===== src/rtl/radar_seq_pkg.sv =====
// Shared types and framing bit positions for the radar scan sequencer.
package radar_seq_pkg;

    typedef enum logic [1:0] {
        IDLE = 2'd0,
        RUN  = 2'd1,
        DONE = 2'd2
    } seq_state_t;

    localparam int START_CH  = 0;
    localparam int START_FRM = 1;

endpackage


===== src/rtl/radar_wrap_counter.sv =====
// Wrapping up-counter used as one link of the scan carry chain; last flags the terminal value.
module radar_wrap_counter
    import radar_seq_pkg::*;
#(
    parameter int WIDTH = 4,
    parameter int MAX   = 3,
    parameter int STEP  = 1
) (
    input  logic             clock,
    input  logic             reset_n,
    input  logic             en,
    input  logic             clr,
    output logic [WIDTH-1:0] count,
    output logic             last
);

    assign last = (count == WIDTH'(MAX));

    always_ff @(posedge clock) begin
        if (!reset_n) begin
            count <= '0;
        end else if (clr) begin
            count <= '0;
        end else if (en) begin
            count <= last ? '0 : count + WIDTH'(STEP);
        end
    end

endmodule


===== src/rtl/radar_scan_sequencer.sv =====
// Walks frame/channel/row/column-pair and issues two pixel coordinates per beat with framing markers.
//   state | meaning
//   IDLE  | waiting for start, counters at zero
//   RUN   | beat valid, counters advance on each handshake
//   DONE  | one-cycle done pulse, then back to IDLE
module radar_scan_sequencer
    import radar_seq_pkg::*;
#(
    parameter int FRAME_NUM = 4,
    parameter int IMG_ROWS  = 2048,
    parameter int IMG_COLS  = 2048,
    parameter int NUM_CH    = 5,
    parameter int IDX_W     = 11
) (
    input  logic                         clock,
    input  logic                         reset_n,
    input  logic                         start,
    input  logic                         abort,
    output logic                         busy,
    output logic                         done,
    output logic                         out_valid,
    input  logic                         out_ready,
    output logic [IDX_W-1:0]             row_idx1,
    output logic [IDX_W-1:0]             col_idx1,
    output logic [IDX_W-1:0]             row_idx2,
    output logic [IDX_W-1:0]             col_idx2,
    output logic [3:0]                   channel_num,
    output logic [$clog2(FRAME_NUM):0]   frame_idx,
    output logic [1:0]                   data_start,
    output logic [1:0]                   data_end
);

    localparam int FRM_W   = $clog2(FRAME_NUM) + 1;
    localparam int MAX_DIM = (IMG_ROWS > IMG_COLS) ? IMG_ROWS : IMG_COLS;

    if (IMG_COLS % 2 != 0) begin : g_bad_cols
        $error("radar_scan_sequencer: IMG_COLS must be even");
    end
    if (IDX_W < $clog2(MAX_DIM)) begin : g_bad_idx
        $error("radar_scan_sequencer: IDX_W too small for image size");
    end

    seq_state_t state;

    logic             handshake;
    logic             cnt_clr;
    logic             col_en, row_en, ch_en, frm_en;
    logic             col_last, row_last, ch_last, frm_last;
    logic             run_last;
    logic [IDX_W-1:0] col_cnt, row_cnt;
    logic [3:0]       ch_cnt;
    logic [FRM_W-1:0] frm_cnt;

    assign out_valid = (state == RUN);
    assign busy      = (state == RUN);
    assign done      = (state == DONE);

    // abort outranks a same-cycle handshake, so it also blocks the counter advance.
    assign handshake = out_valid && out_ready && !abort;
    assign cnt_clr   = ((state == IDLE) && start) || ((state == RUN) && abort);
    assign col_en    = handshake;
    assign row_en    = col_en && col_last;
    assign ch_en     = row_en && row_last;
    assign frm_en    = ch_en && ch_last;
    assign run_last  = frm_en && frm_last;

    radar_wrap_counter #(.WIDTH(IDX_W), .MAX(IMG_COLS - 2), .STEP(2)) u_col (
        .clock(clock), .reset_n(reset_n), .en(col_en), .clr(cnt_clr),
        .count(col_cnt), .last(col_last)
    );

    radar_wrap_counter #(.WIDTH(IDX_W), .MAX(IMG_ROWS - 1), .STEP(1)) u_row (
        .clock(clock), .reset_n(reset_n), .en(row_en), .clr(cnt_clr),
        .count(row_cnt), .last(row_last)
    );

    radar_wrap_counter #(.WIDTH(4), .MAX(NUM_CH - 1), .STEP(1)) u_ch (
        .clock(clock), .reset_n(reset_n), .en(ch_en), .clr(cnt_clr),
        .count(ch_cnt), .last(ch_last)
    );

    radar_wrap_counter #(.WIDTH(FRM_W), .MAX(FRAME_NUM - 1), .STEP(1)) u_frm (
        .clock(clock), .reset_n(reset_n), .en(frm_en), .clr(cnt_clr),
        .count(frm_cnt), .last(frm_last)
    );

    always_ff @(posedge clock) begin
        if (!reset_n) begin
            state <= IDLE;
        end else begin
            case (state)
                IDLE:    if (start) state <= RUN;
                RUN: begin
                    if (abort)         state <= IDLE;
                    else if (run_last) state <= DONE;
                end
                DONE:    state <= IDLE;
                default: state <= IDLE;
            endcase
        end
    end

    assign row_idx1    = row_cnt;
    assign col_idx1    = col_cnt;
    assign row_idx2    = row_cnt;
    // Lane 2 is held at zero outside a beat so idle outputs read all-zero.
    assign col_idx2    = out_valid ? (col_cnt | IDX_W'(1)) : '0;
    assign channel_num = ch_cnt;
    assign frame_idx   = frm_cnt;

    always_comb begin
        data_start            = 2'b00;
        data_end              = 2'b00;
        data_start[START_CH]  = out_valid && (row_cnt == '0) && (col_cnt == '0);
        data_start[START_FRM] = data_start[START_CH] && (ch_cnt == '0);
        data_end[START_CH]    = out_valid && row_last && col_last;
        data_end[START_FRM]   = data_end[START_CH] && ch_last;
    end

endmodule

===== config.mk =====
export PLATFORM = sky130hd
export DESIGN_NAME = radar_scan_sequencer
export DESIGN_NICKNAME = d
export VERILOG_FILES = /design/src/rtl/radar_seq_pkg.sv /design/src/rtl/radar_wrap_counter.sv /design/src/rtl/radar_scan_sequencer.sv
export SDC_FILE = /design/constraint.sdc
export NUM_CORES = 1
export LEC_CHECK = 0
export BUFFER_PORTS_ARGS = -buffer_cell sky130_fd_sc_hd__buf_2
export CAP_MARGIN = 20
export CORE_ASPECT_RATIO = 1.5
export CORE_MARGIN = 4
export CORE_UTILIZATION = 25
export DETAILED_ROUTE_END_ITERATION = 12
export PLACE_DENSITY = 0.46
export SYNTH_ARGS = -nofsm -noshare
export SYNTH_HDL_FRONTEND = slang
export SYNTH_SLANG_ARGS = --single-unit

===== constraint.sdc =====
create_clock -name clock -period 5.55 [get_ports clock]
set_input_delay 0.555 -clock clock [delete_from_list [all_inputs] [get_ports clock]]
set_output_delay 0.555 -clock clock [all_outputs]
set_load 0.03 [all_outputs]

==> summary.md <==
| Metric | Value |
|---|---|
| Max cap viols | 0 |
| Worst Hold Depth | 2 |
| WL final | between 5000 and 6000 um |
| Iter 0 DRT Violations | 67 |
| CTS H-tree lvls | 2 |
| Clock transition at path regs | 0.07 ns |
| Sequential element share of the synthesized area | 0.3345 |
| Remaining DRCs | 0 |
| Clock latency on the worst-skew pair | between 0.2 and 0.3 ns |
| Unrepaired setup endpoints after global routing | no |
| Lkg Pwr | slightly above 0.9 nW |
| First-pass GRT wire length | 8769 um |
| CP Launch Type | flip-flop |
| Vias in the first global route | approximately 1700 |
| Max rail drop VDD | between 50 and 60 uV |
| Post-route design area | 2157 um2 |
| Die area | 8630 um2 |
| DP HPWL | 3964 um |
| CP Class | reg2out |
| Max Fanout on Critical Path | 15 |
| # diodes | 0 |
| Overall Global Routing Usage | 0.1266 |
| Avg Cell Area, Syn | around 8.1 um2 |
| Hold Crit Class | reg2reg |
| Netlist cell types | 43 |
| Tmin final | 3.108 ns |
| Drt wl/cell | about 15 um |
| Pwr per Cell Area | 200.6 nW/um2 |
| Initial antenna violation count | 0 |
| Most frequent cell after synthesis | dfxtp_1 |
| Status | finished clean |
| #FFs+latches synth | 30 |
| Area delta synth->final | 20.14% |
| Detail Route Antenna Nets | 0 |
| GPL Wtd Cong | ~0.79 |
| Post-layout util | 0.3106 |
| Syn_nets | 234 |
| Port-buffer cells | 61 |
| Least-Margin Pin Slew | 0.8799 ns |
| Largest net degree at the start of global routing | 27 |
| Max Slew Vio Count | 0 |
| Setup violators final | 0 |
| Fmax | 0.3218 GHz |
| Area leader, netlist | dfxtp_1 |
| Fin crit share | 0.5599 |
| Cell Count, Final, Fillers Out | 348 |
| Synth top area cells | dfxtp_1, buf_4, nand2_1 |
| R2R depth | 4 |
| Vias per inst | 5.124 |
| Width of the die | 77.20 um |
| Clock skew | 0.01022 ns |
| Vias | about 1800 |
| Count of flip-flops with a built-in enable after synthesis | 0 |
| Starting Density | 0.2586 |
| Clk sinks | 30 |
| Postcts setup bufs | 0 |
| Root buf cell | clkbuf_8 |
| Synth cell count leaders | dfxtp_1, nand2_1, a21oi_1, buf_4, nor2_1 |
| Drt pass-1 iters | 4 |
| CTS tree | done |
| Post-synthesis cell area | 1795 um2 |
| Number of buffers inserted during clock tree synthesis | 5 |
| Post-CTS resize count | 0 |
| Die Ht | ~110 um |
| CTS Hold Bufs | 0 |
| Cells after synthesis | 223 |
| Setup TNS | 0 ns |
| Fin nets | 280 |
| Share of cells above drive strength 1 | 0.2704 |
| Endpoint class of the critical path | output pin |
| YS warnings | 0 |
| Dpl cells | 340 |
| Rel. slew slack | 0.4122 |
| Endpoints failing hold | 0 |
| Longest Clk Path Bufs | 2 |
| Worst Path Required | between 4 and 5 ns |
| Gr ovfl total | 0 |
| Asr flop ratio synth | 0 |
| Crit path DAT | 2.55 ns |
| Top-area cell type share of the netlist area | 0.3345 |
| Row count | 37 |
| DP Area | 2066 um2 |
| Total I/O pin count | 63 |
| Core ar. | 6944 um2 |
| Most used flip-flop cell after synthesis | dfxtp_1 |
sequential cells by signal, indices dropped and copies added (netlist names):
signal	cells
u_frm.count	3
u_ch.count	4
u_row.count	11
state	2
u_col.count	10
metrics by stage:
stage	power, mW	hold WS [ns]	setup WS, ns
final	0.4327	0.4433	2.442
after global routing	0.4489	0.4702	2.178
after CTS	0.4377	0.4458	2.430
after detailed placement	0.2514	0.4357	2.739
after global placement	0.2515	0.4283	2.830
after floorplan	0.2430	0.5656	2.027
power by group:
group	internal (mW)	leakage [nW]	switching, mW	total (mW)
registers	0.216	0.242	0.00154	0.218
logic	0.00761	0.623	0.0210	0.0287
clock network	0.100	0.0482	0.0866	0.187
total	0.324	0.913	0.109	0.433
cells by family (layout without fill, tap and decap cells):
| group | after synthesis | count (layout) | synth area share |
|---|---|---|---|
| simple gates | 109 | 109 | 0.3505 |
| mux | 2 | 2 | 0.01115 |
| xor+xnor | 8 | 8 | 0.03903 |
| fa+ha+maj | 6 | 6 | 0.04181 |
| other cells | 1 | 1 | 0.002089 |
| buf+inv | 30 | 77 | 0.09477 |
| flops | 30 | 30 | 0.3345 |
| compound gates | 37 | 37 | 0.1261 |
layer usage:
metal,up-vias,share of wire,GRT usage
met5,-,0,0
met4,0,0.024,0.05819
met3,10,0.057,0.02913
met2,66,0.49,0.2227
met1,819,0.43,0.1430
li1,888,-,-
cell type report:
type	instances	area [um2]
Multi-Input combinational cell	163	1025
Timing Repair Buffer	63	320.3
Clock buffer	7	86.33
Inverter	6	22.52
Fill cell	768	4787
Sequential cell	30	600.6
Clock inverter	1	5.005
Tap cell	78	97.59
cell usage in the layout, fill, tap and decap left out, types with 3 or more instances in the layout:
| cell type | Yosys | final |
|---|---|---|
| o31ai_1 | 5 | 5 |
| nand2_1 | 21 | 21 |
| nor2_1 | 13 | 13 |
| nand4_1 | 8 | 8 |
| ha_1 | 6 | 6 |
| and2_1 | 9 | 9 |
| or4_1 | 5 | 5 |
| nor3_1 | 8 | 8 |
| inv_1 | 6 | 6 |
| xor2_1 | 3 | 3 |
| nor4_1 | 8 | 8 |
| nand2b_1 | 3 | 3 |
| xnor2_1 | 5 | 5 |
| nand3_1 | 12 | 12 |
| dfxtp_1 | 30 | 30 |
| a21oi_1 | 14 | 14 |
| clkbuf_8 | 0 | 6 |
| buf_2 | 3 | 61 |
| or3_1 | 8 | 8 |
| o21ai_0 | 8 | 8 |
worst max-delay path, stage by stage, from the launching register on:
cell and delay [ns]:
dfxtp_1 0.44, ha_1 0.27, nand4_1 0.12, or3_1 0.55
nor4_1 0.45, and4b_1 0.25, buf_2 0.19
final timing paths:
| check | start | end | slack (ns) |
|---|---|---|---|
| setup / recovery | u_row.count[1] | data_end[1] | 2.44 |
| hold / removal | u_frm.count[2] | u_frm.count[2] | 0.44 |
| setup reg to reg | u_col.count[4] | u_frm.count[0] | 3.09 |
| hold reg to reg | u_frm.count[2] | u_frm.count[2] | 0.44 |
No activity file was read; power rests on OpenSTA's default activity.
